File: config.mk
export PLATFORM = sky130hd
export DESIGN_NAME = ga21_pal_dma_flat
export DESIGN_NICKNAME = d
export VERILOG_FILES = /design/src/rtl/ga21_pal_dma_if.sv /design/src/rtl/ga21_pal_dma.sv /design/src/flat_wrapper.sv
export SDC_FILE = /design/constraint.sdc
export NUM_CORES = 1
export LEC_CHECK = 0
export BUFFER_PORTS_ARGS = -buffer_cell sky130_fd_sc_hd__buf_2
export CAP_MARGIN = 30
export CORE_UTILIZATION = 50
export CTS_BUF_LIST = sky130_fd_sc_hd__clkbuf_2 sky130_fd_sc_hd__clkbuf_4 sky130_fd_sc_hd__clkbuf_8
export DETAILED_ROUTE_END_ITERATION = 16
export PLACE_DENSITY = 0.71
export SYNTH_ARGS = -nofsm -noshare
export SYNTH_HDL_FRONTEND = slang
export SYNTH_SLANG_ARGS = --single-unit
File: constraint.sdc
create_clock -name clk -period 2.06 [get_ports clk]
set_input_delay 0.412 -clock clk [delete_from_list [all_inputs] [get_ports clk]]
set_output_delay 0.412 -clock clk [all_outputs]
set_load 0.03 [all_outputs]
File: src/rtl/ga21_pal_dma_if.sv
// Palette DMA bundle: CPU register port, vblank, source-read handshake and
// the GA21 palette-write side. The engine uses the master modport.
interface ga21_pal_dma_if #(
  parameter int unsigned SRC_W = 16,
  parameter int unsigned DST_W = 13
) ();
  logic             reg_wr;
  logic [1:0]       reg_addr;
  logic [15:0]      reg_din;
  logic             vblank;
  logic             src_req;
  logic [SRC_W-1:0] src_addr;
  logic             src_ack;
  logic [15:0]      src_data;
  logic [DST_W-1:0] ga21_addr;
  logic             ga21_we;
  logic             ga21_req;
  logic [15:0]      ga21_dout;
  logic             dma_busy;
  logic             dma_done;

  modport master (
    input  reg_wr, reg_addr, reg_din, vblank, src_ack, src_data,
    output src_req, src_addr, ga21_addr, ga21_we, ga21_req, ga21_dout, dma_busy, dma_done
  );

  modport slave (
    output reg_wr, reg_addr, reg_din, vblank, src_ack, src_data,
    input  src_req, src_addr, ga21_addr, ga21_we, ga21_req, ga21_dout, dma_busy, dma_done
  );
endinterface

File: src/rtl/ga21_pal_dma.sv
// Palette DMA engine: copies a block of 16-bit words from work RAM into
// palette RAM one word at a time, started by a CPU control write or by a
// vblank rising edge when auto-arm is set.
module ga21_pal_dma #(
  parameter int unsigned SRC_W = 16,
  parameter int unsigned DST_W = 13,
  parameter int unsigned LEN_W = 12
) (
  input logic            clk,
  input logic            reset_n,
  ga21_pal_dma_if.master bus
);

  typedef enum logic [2:0] {
    StIdle,
    StLoad,
    StRead,
    StWrite,
    StTail,
    StDone
  } state_e;

  // Shadow registers (CPU visible)
  logic [SRC_W-1:0] r_src_base;
  logic [DST_W-1:0] r_dst_base;
  logic [LEN_W-1:0] r_length;
  logic             r_auto_arm;
  logic             r_vblank_d;

  // Working copies, only touched by the FSM
  logic [SRC_W-1:0] r_src_cnt;
  logic [DST_W-1:0] r_dst_cnt;
  logic [LEN_W-1:0] r_remaining;
  state_e           r_state;

  // Registered outputs
  logic             r_src_req;
  logic [DST_W-1:0] r_ga21_addr;
  logic             r_ga21_we;
  logic             r_ga21_req;
  logic [15:0]      r_ga21_dout;
  logic             r_dma_busy;
  logic             r_dma_done;

  logic w_start;
  logic w_vb_edge;
  logic w_trigger;

  assign w_start   = bus.reg_wr && (bus.reg_addr == 2'd3) && bus.reg_din[0];
  assign w_vb_edge = bus.vblank && !r_vblank_d;
  // Only meaningful in StIdle; the FSM drops it everywhere else.
  assign w_trigger = w_start || (w_vb_edge && r_auto_arm);

  // CPU shadow register writes; always accepted, even mid-transfer.
  always_ff @(posedge clk) begin
    if (!reset_n) begin
      r_src_base <= '0;
      r_dst_base <= '0;
      r_length   <= '0;
      r_auto_arm <= 1'b0;
    end else if (bus.reg_wr) begin
      unique case (bus.reg_addr)
        2'd0: r_src_base <= bus.reg_din[SRC_W-1:0];
        2'd1: r_dst_base <= bus.reg_din[DST_W-1:0];
        2'd2: r_length   <= bus.reg_din[LEN_W-1:0];
        2'd3: r_auto_arm <= bus.reg_din[1];
        default: ;
      endcase
    end
  end

  // Delayed vblank copy for rising-edge detection.
  always_ff @(posedge clk) begin
    if (!reset_n) begin
      r_vblank_d <= 1'b0;
    end else begin
      r_vblank_d <= bus.vblank;
    end
  end

  // Transfer FSM; outputs are set on entry so they are valid during each state.
  always_ff @(posedge clk) begin
    if (!reset_n) begin
      r_state     <= StIdle;
      r_src_cnt   <= '0;
      r_dst_cnt   <= '0;
      r_remaining <= '0;
      r_src_req   <= 1'b0;
      r_ga21_addr <= '0;
      r_ga21_we   <= 1'b0;
      r_ga21_req  <= 1'b0;
      r_ga21_dout <= '0;
      r_dma_busy  <= 1'b0;
      r_dma_done  <= 1'b0;
    end else begin
      unique case (r_state)
        StIdle: begin
          if (w_trigger) begin
            r_state    <= StLoad;
            r_dma_busy <= 1'b1;
          end
        end
        StLoad: begin
          // Shadows are read here, one edge after the trigger write.
          r_src_cnt   <= r_src_base;
          r_dst_cnt   <= r_dst_base;
          r_remaining <= r_length;
          r_ga21_req  <= 1'b1;
          if (r_length == '0) begin
            r_state <= StTail;
          end else begin
            r_state   <= StRead;
            r_src_req <= 1'b1;
          end
        end
        StRead: begin
          if (bus.src_ack) begin
            r_ga21_dout <= bus.src_data;
            r_ga21_addr <= r_dst_cnt;
            r_ga21_we   <= 1'b1;
            r_src_req   <= 1'b0;
            r_state     <= StWrite;
          end
        end
        StWrite: begin
          r_ga21_we   <= 1'b0;
          r_src_cnt   <= r_src_cnt + SRC_W'(1);
          r_dst_cnt   <= r_dst_cnt + DST_W'(1);
          r_remaining <= r_remaining - LEN_W'(1);
          if (r_remaining == LEN_W'(1)) begin
            r_state <= StTail;
          end else begin
            r_state   <= StRead;
            r_src_req <= 1'b1;
          end
        end
        StTail: begin
          // Extra busy cycle lets the palette stage's write pipeline drain.
          r_ga21_req <= 1'b0;
          r_dma_busy <= 1'b0;
          r_dma_done <= 1'b1;
          r_state    <= StDone;
        end
        StDone: begin
          r_dma_done <= 1'b0;
          r_state    <= StIdle;
        end
        default: r_state <= StIdle;
      endcase
    end
  end

  // src_addr tracks the working source pointer directly.
  assign bus.src_req   = r_src_req;
  assign bus.src_addr  = r_src_cnt;
  assign bus.ga21_addr = r_ga21_addr;
  assign bus.ga21_we   = r_ga21_we;
  assign bus.ga21_req  = r_ga21_req;
  assign bus.ga21_dout = r_ga21_dout;
  assign bus.dma_busy  = r_dma_busy;
  assign bus.dma_done  = r_dma_done;

endmodule

File: src/flat_wrapper.sv
// flat-port wrapper written by rule: the top's interface ports become plain ports
module ga21_pal_dma_flat 
#(
  parameter int unsigned SRC_W = 16,
  parameter int unsigned DST_W = 13,
  parameter int unsigned LEN_W = 12
)
  (clk, reset_n, bus_reg_wr, bus_reg_addr, bus_reg_din, bus_vblank, bus_src_ack, bus_src_data, bus_src_req, bus_src_addr, bus_ga21_addr, bus_ga21_we, bus_ga21_req, bus_ga21_dout, bus_dma_busy, bus_dma_done);
  ga21_pal_dma_if #(.SRC_W(SRC_W), .DST_W(DST_W)) bus_i ();
  input logic clk;
  input logic reset_n;
  input wire logic [$bits(bus_i.reg_wr)-1:0] bus_reg_wr;
  input wire logic [$bits(bus_i.reg_addr)-1:0] bus_reg_addr;
  input wire logic [$bits(bus_i.reg_din)-1:0] bus_reg_din;
  input wire logic [$bits(bus_i.vblank)-1:0] bus_vblank;
  input wire logic [$bits(bus_i.src_ack)-1:0] bus_src_ack;
  input wire logic [$bits(bus_i.src_data)-1:0] bus_src_data;
  output wire logic [$bits(bus_i.src_req)-1:0] bus_src_req;
  output wire logic [$bits(bus_i.src_addr)-1:0] bus_src_addr;
  output wire logic [$bits(bus_i.ga21_addr)-1:0] bus_ga21_addr;
  output wire logic [$bits(bus_i.ga21_we)-1:0] bus_ga21_we;
  output wire logic [$bits(bus_i.ga21_req)-1:0] bus_ga21_req;
  output wire logic [$bits(bus_i.ga21_dout)-1:0] bus_ga21_dout;
  output wire logic [$bits(bus_i.dma_busy)-1:0] bus_dma_busy;
  output wire logic [$bits(bus_i.dma_done)-1:0] bus_dma_done;
  assign bus_i.reg_wr = bus_reg_wr;
  assign bus_i.reg_addr = bus_reg_addr;
  assign bus_i.reg_din = bus_reg_din;
  assign bus_i.vblank = bus_vblank;
  assign bus_i.src_ack = bus_src_ack;
  assign bus_i.src_data = bus_src_data;
  assign bus_src_req = bus_i.src_req;
  assign bus_src_addr = bus_i.src_addr;
  assign bus_ga21_addr = bus_i.ga21_addr;
  assign bus_ga21_we = bus_i.ga21_we;
  assign bus_ga21_req = bus_i.ga21_req;
  assign bus_ga21_dout = bus_i.ga21_dout;
  assign bus_dma_busy = bus_i.dma_busy;
  assign bus_dma_done = bus_i.dma_done;
  ga21_pal_dma #(.SRC_W(SRC_W), .DST_W(DST_W), .LEN_W(LEN_W)) u_core (.clk(clk), .reset_n(reset_n), .bus(bus_i));
endmodule
==> run metrics <==
Root Buffer clkbuf_8; GRT overflow 0; Clock Path Buffers 2; post-CTS setup repair buffer count 0; min-delay src bus_vblank; Remaining DRCs 0; max-slew violations 0; Seq/Total Area, Yosys 44.9%; placed cell areas 5990 um2; syn nets 729; total CTS buffers 17; Routed wire per std cell 16.2 um; Vias per Instance 5.79; num rows 37; Slew HR 53.5%; YS warnings 0; gr usage total 26.9%; die area 11,200 um2; Gate Count Post-Synth 686; initial DRC count 526; hold path depth 2; Starting Density 51.8%; Finished Layout Cells 913; input/output buffers 88; WL final 14,800 um; Cell Area, Synth 5400 um2; FMAX 514 MHz; worst skew pair latency 0.45 ns; initial antenna violation count 0; arrival time worst endpoint 2.27 ns; largest net degree at the start of global routing 57; Synth Register Bits 121; Layout area overhead 18.4%; hold_ws 0.190 ns; total chip power 5.16 mW; filler cell count 985; via count 5,283; H-tree levels 4; FF-to-FF End u_core.r_remaining[8]; Max Cap Viol 0; placer's final routability congestion estimate 0.890; Die Span X 106 um; I/O pin count 89; detailed-placement wirelength estimate 10,300 um; Hold Path End u_core.r_vblank_d; 1st-pass router iterations 6; Final Critical Period 1.95 ns; Worst Hold Class in2reg; number of hold violations in the final report 0; reg-to-reg slack, setup 0.11 ns; CTS Sinks 121; Mean Syn Cell Area 7.87 um2; Final Cell Area 6390 um2; r2r startpoint u_core.r_remaining[0]; final setup TNS 0 ns; vias in the first global route 4,796; height of the die 106 um; Distinct cells, synth 58; DRT antenna net count 0; R2R depth 6; post-CTS sizing 0; clk slew on worst S/H paths 0.07 ns; Layout Skew 0.0132 ns; final worst-path cycle share 94.5%; layout cells sized above 1 20.3%; leakage 2.45 nW; CTS tree done; Worst VDD drop 0.000584 V; Slew @ Worst Pin 0.695 ns; nets 807; FFs w/ async S/R, synth 0%; cts hold-fix bufs 0; number of flops mapped to enable cells by yosys 0; total placed cells including tap cells 881; status finished, final reports clean; Worst setup SP type flip-flop; Cell Pwr Density 807 nW/um2; global-route wire length before repair 23,700 um; WS Path Type reg2reg; crit-path max FO 4; Final setup viols 0; crit end category flip-flop; Worst Path Required 2.39 ns; top_reg_cell synth dfxtp_1; Diodes inserted 0; Core ar. 10,400 um2; RSZ-0062 raised after global routing false
## critical path, stage by stage, from the launching register on
cell and delay [ns]:
dfxtp_1 0.34, inv_1 0.10, ha_1 0.18, or3b_4 0.40
or2_4 0.25, o311a_1 0.29, o31a_1 0.28
## worst max path at each step
stage                                  to  cells past startpoint  slack (ns)                   from
finish              u_core.r_remaining[8]                      6        0.11  u_core.r_remaining[0]
global route        u_core.r_remaining[8]                      6       0.006  u_core.r_remaining[0]
CTS                 u_core.r_remaining[8]                      6         0.1  u_core.r_remaining[0]
detailed placement  u_core.r_remaining[8]                      6        0.11  u_core.r_remaining[0]
global placement    u_core.r_remaining[8]                      6        0.17  u_core.r_remaining[0]
floorplan           u_core.r_remaining[8]                      6        0.21  u_core.r_remaining[0]
## sequential cells by signal, indices dropped and copies added (netlist names), 3 cells and up
name / count
u_core.bus.ga21_dout: 16
u_core.r_src_base: 16
u_core.r_length: 12
u_core.r_dst_base: 13
u_core.r_state: 3
u_core.bus.src_addr: 16
u_core.r_remaining: 12
u_core.r_dst_cnt: 13
u_core.bus.ga21_addr: 13
## cells in the mapped netlist, drive strengths merged (2+ instances only)
master   instances  area share (%)
o311ai           2            0.32
a21oi          101             9.4
o221ai           2            0.32
ha               4            0.93
nand2b           8            0.93
a311oi           3            0.49
or2              5            0.67
and2             4            0.46
or3b             2            0.32
nand4            6            0.97
mux2i            6             1.1
o2bb2ai          2            0.32
nand3b           3            0.42
o31a             5            0.81
or3              7            0.81
nand2          172              12
o22ai            5            0.58
nand3           14             1.4
nor4            12             1.4
or4              7            0.97
o31ai            3            0.42
a21o             5            0.70
inv              9            0.63
nor3            12             1.1
a211oi           7            0.97
and3b            2            0.32
nor2            28             1.9
and3             6            0.70
o311a            7             1.3
a41oi            3            0.49
clkbuf          36             2.5
nor4b            3            0.49
nor3b            2            0.37
dfxtp          121              45
a31oi            7            0.81
buf             14             1.2
o21ai           19             1.8
o211ai           4            0.56
a32o             2            0.37
a22oi            7            0.97
o211a            3            0.56
nor2b            6            0.70
## through the flow
step,util (%),setup WS (ns)
after floorplan,-,0.209
after global placement,57.5,0.173
after detailed placement,57.5,0.109
after CTS,61.3,0.0984
after global routing,61.4,0.00557
final,61.4,0.114
## final cells by class
cell class	count	area, um2	share of cell area, %
well taps	136	170	2.66
clock buffers	19	255	3.99
inverters	9	33.8	0.528
clock inverters	13	145	2.27
flip-flops and latches	121	2420	37.9
repair buffers	109	611	9.55
multi-input cells	506	2750	43.1
## cell usage in the layout (no fill, tap or decap), types with 4 or more instances in the layout
cell      netlist  routed
nand3_1        13      13
nor4_1         12      12
inv_1           9       8
o311a_1         7       7
nor2_1         28      28
or3_1           7       7
nand2b_1        8       8
nor3_1         12      12
and2_1          4       4
o22ai_1         5       5
dfxtp_1       121     120
buf_4           0      20
a21o_1          5       5
o21ai_0        19      19
and3_1          6       6
a22oi_1         7       7
nand2_1       172     172
or4_1           7       7
a21oi_1       101     101
nand4_1         5       5
mux2i_1         6       6
o31a_1          5       5
o211ai_1        4       4
a211oi_1        7       7
clkbuf_8        0      18
ha_1            4       4
nor2b_1         6       5
buf_2           9      88
a31oi_1         7       7
## power by group
group	internal (mW)	total (mW)	switching [mW]
logic	0.194	0.541	0.347
registers	2.41	2.47	0.0627
clock network	1.13	2.14	1.01
total	3.73	5.16	1.42
## routing by layer
| layer | wire length, um | up-vias | share of wire (%) | global-route usage (%) |
|---|---|---|---|---|
| met5 | 0 | - | 0 | 0 |
| li1 | - | 2585 | - | - |
| met3 | 940 | 16 | 6.4 | 5.27 |
| met2 | 6750 | 187 | 46 | 41.8 |
| met4 | 153 | 0 | 1.0 | 8.53 |
| met1 | 6940 | 2495 | 47 | 37.5 |
## logic make-up after synthesis
family,synth area share [%]
AOI/OAI and AO/OA,21.9
adders and majority gates,0.927
buffers and inverters,4.31
DFF,44.9
muxes,1.32
and+or+nand+nor,26.6
(Power assumes the default switching activity.)
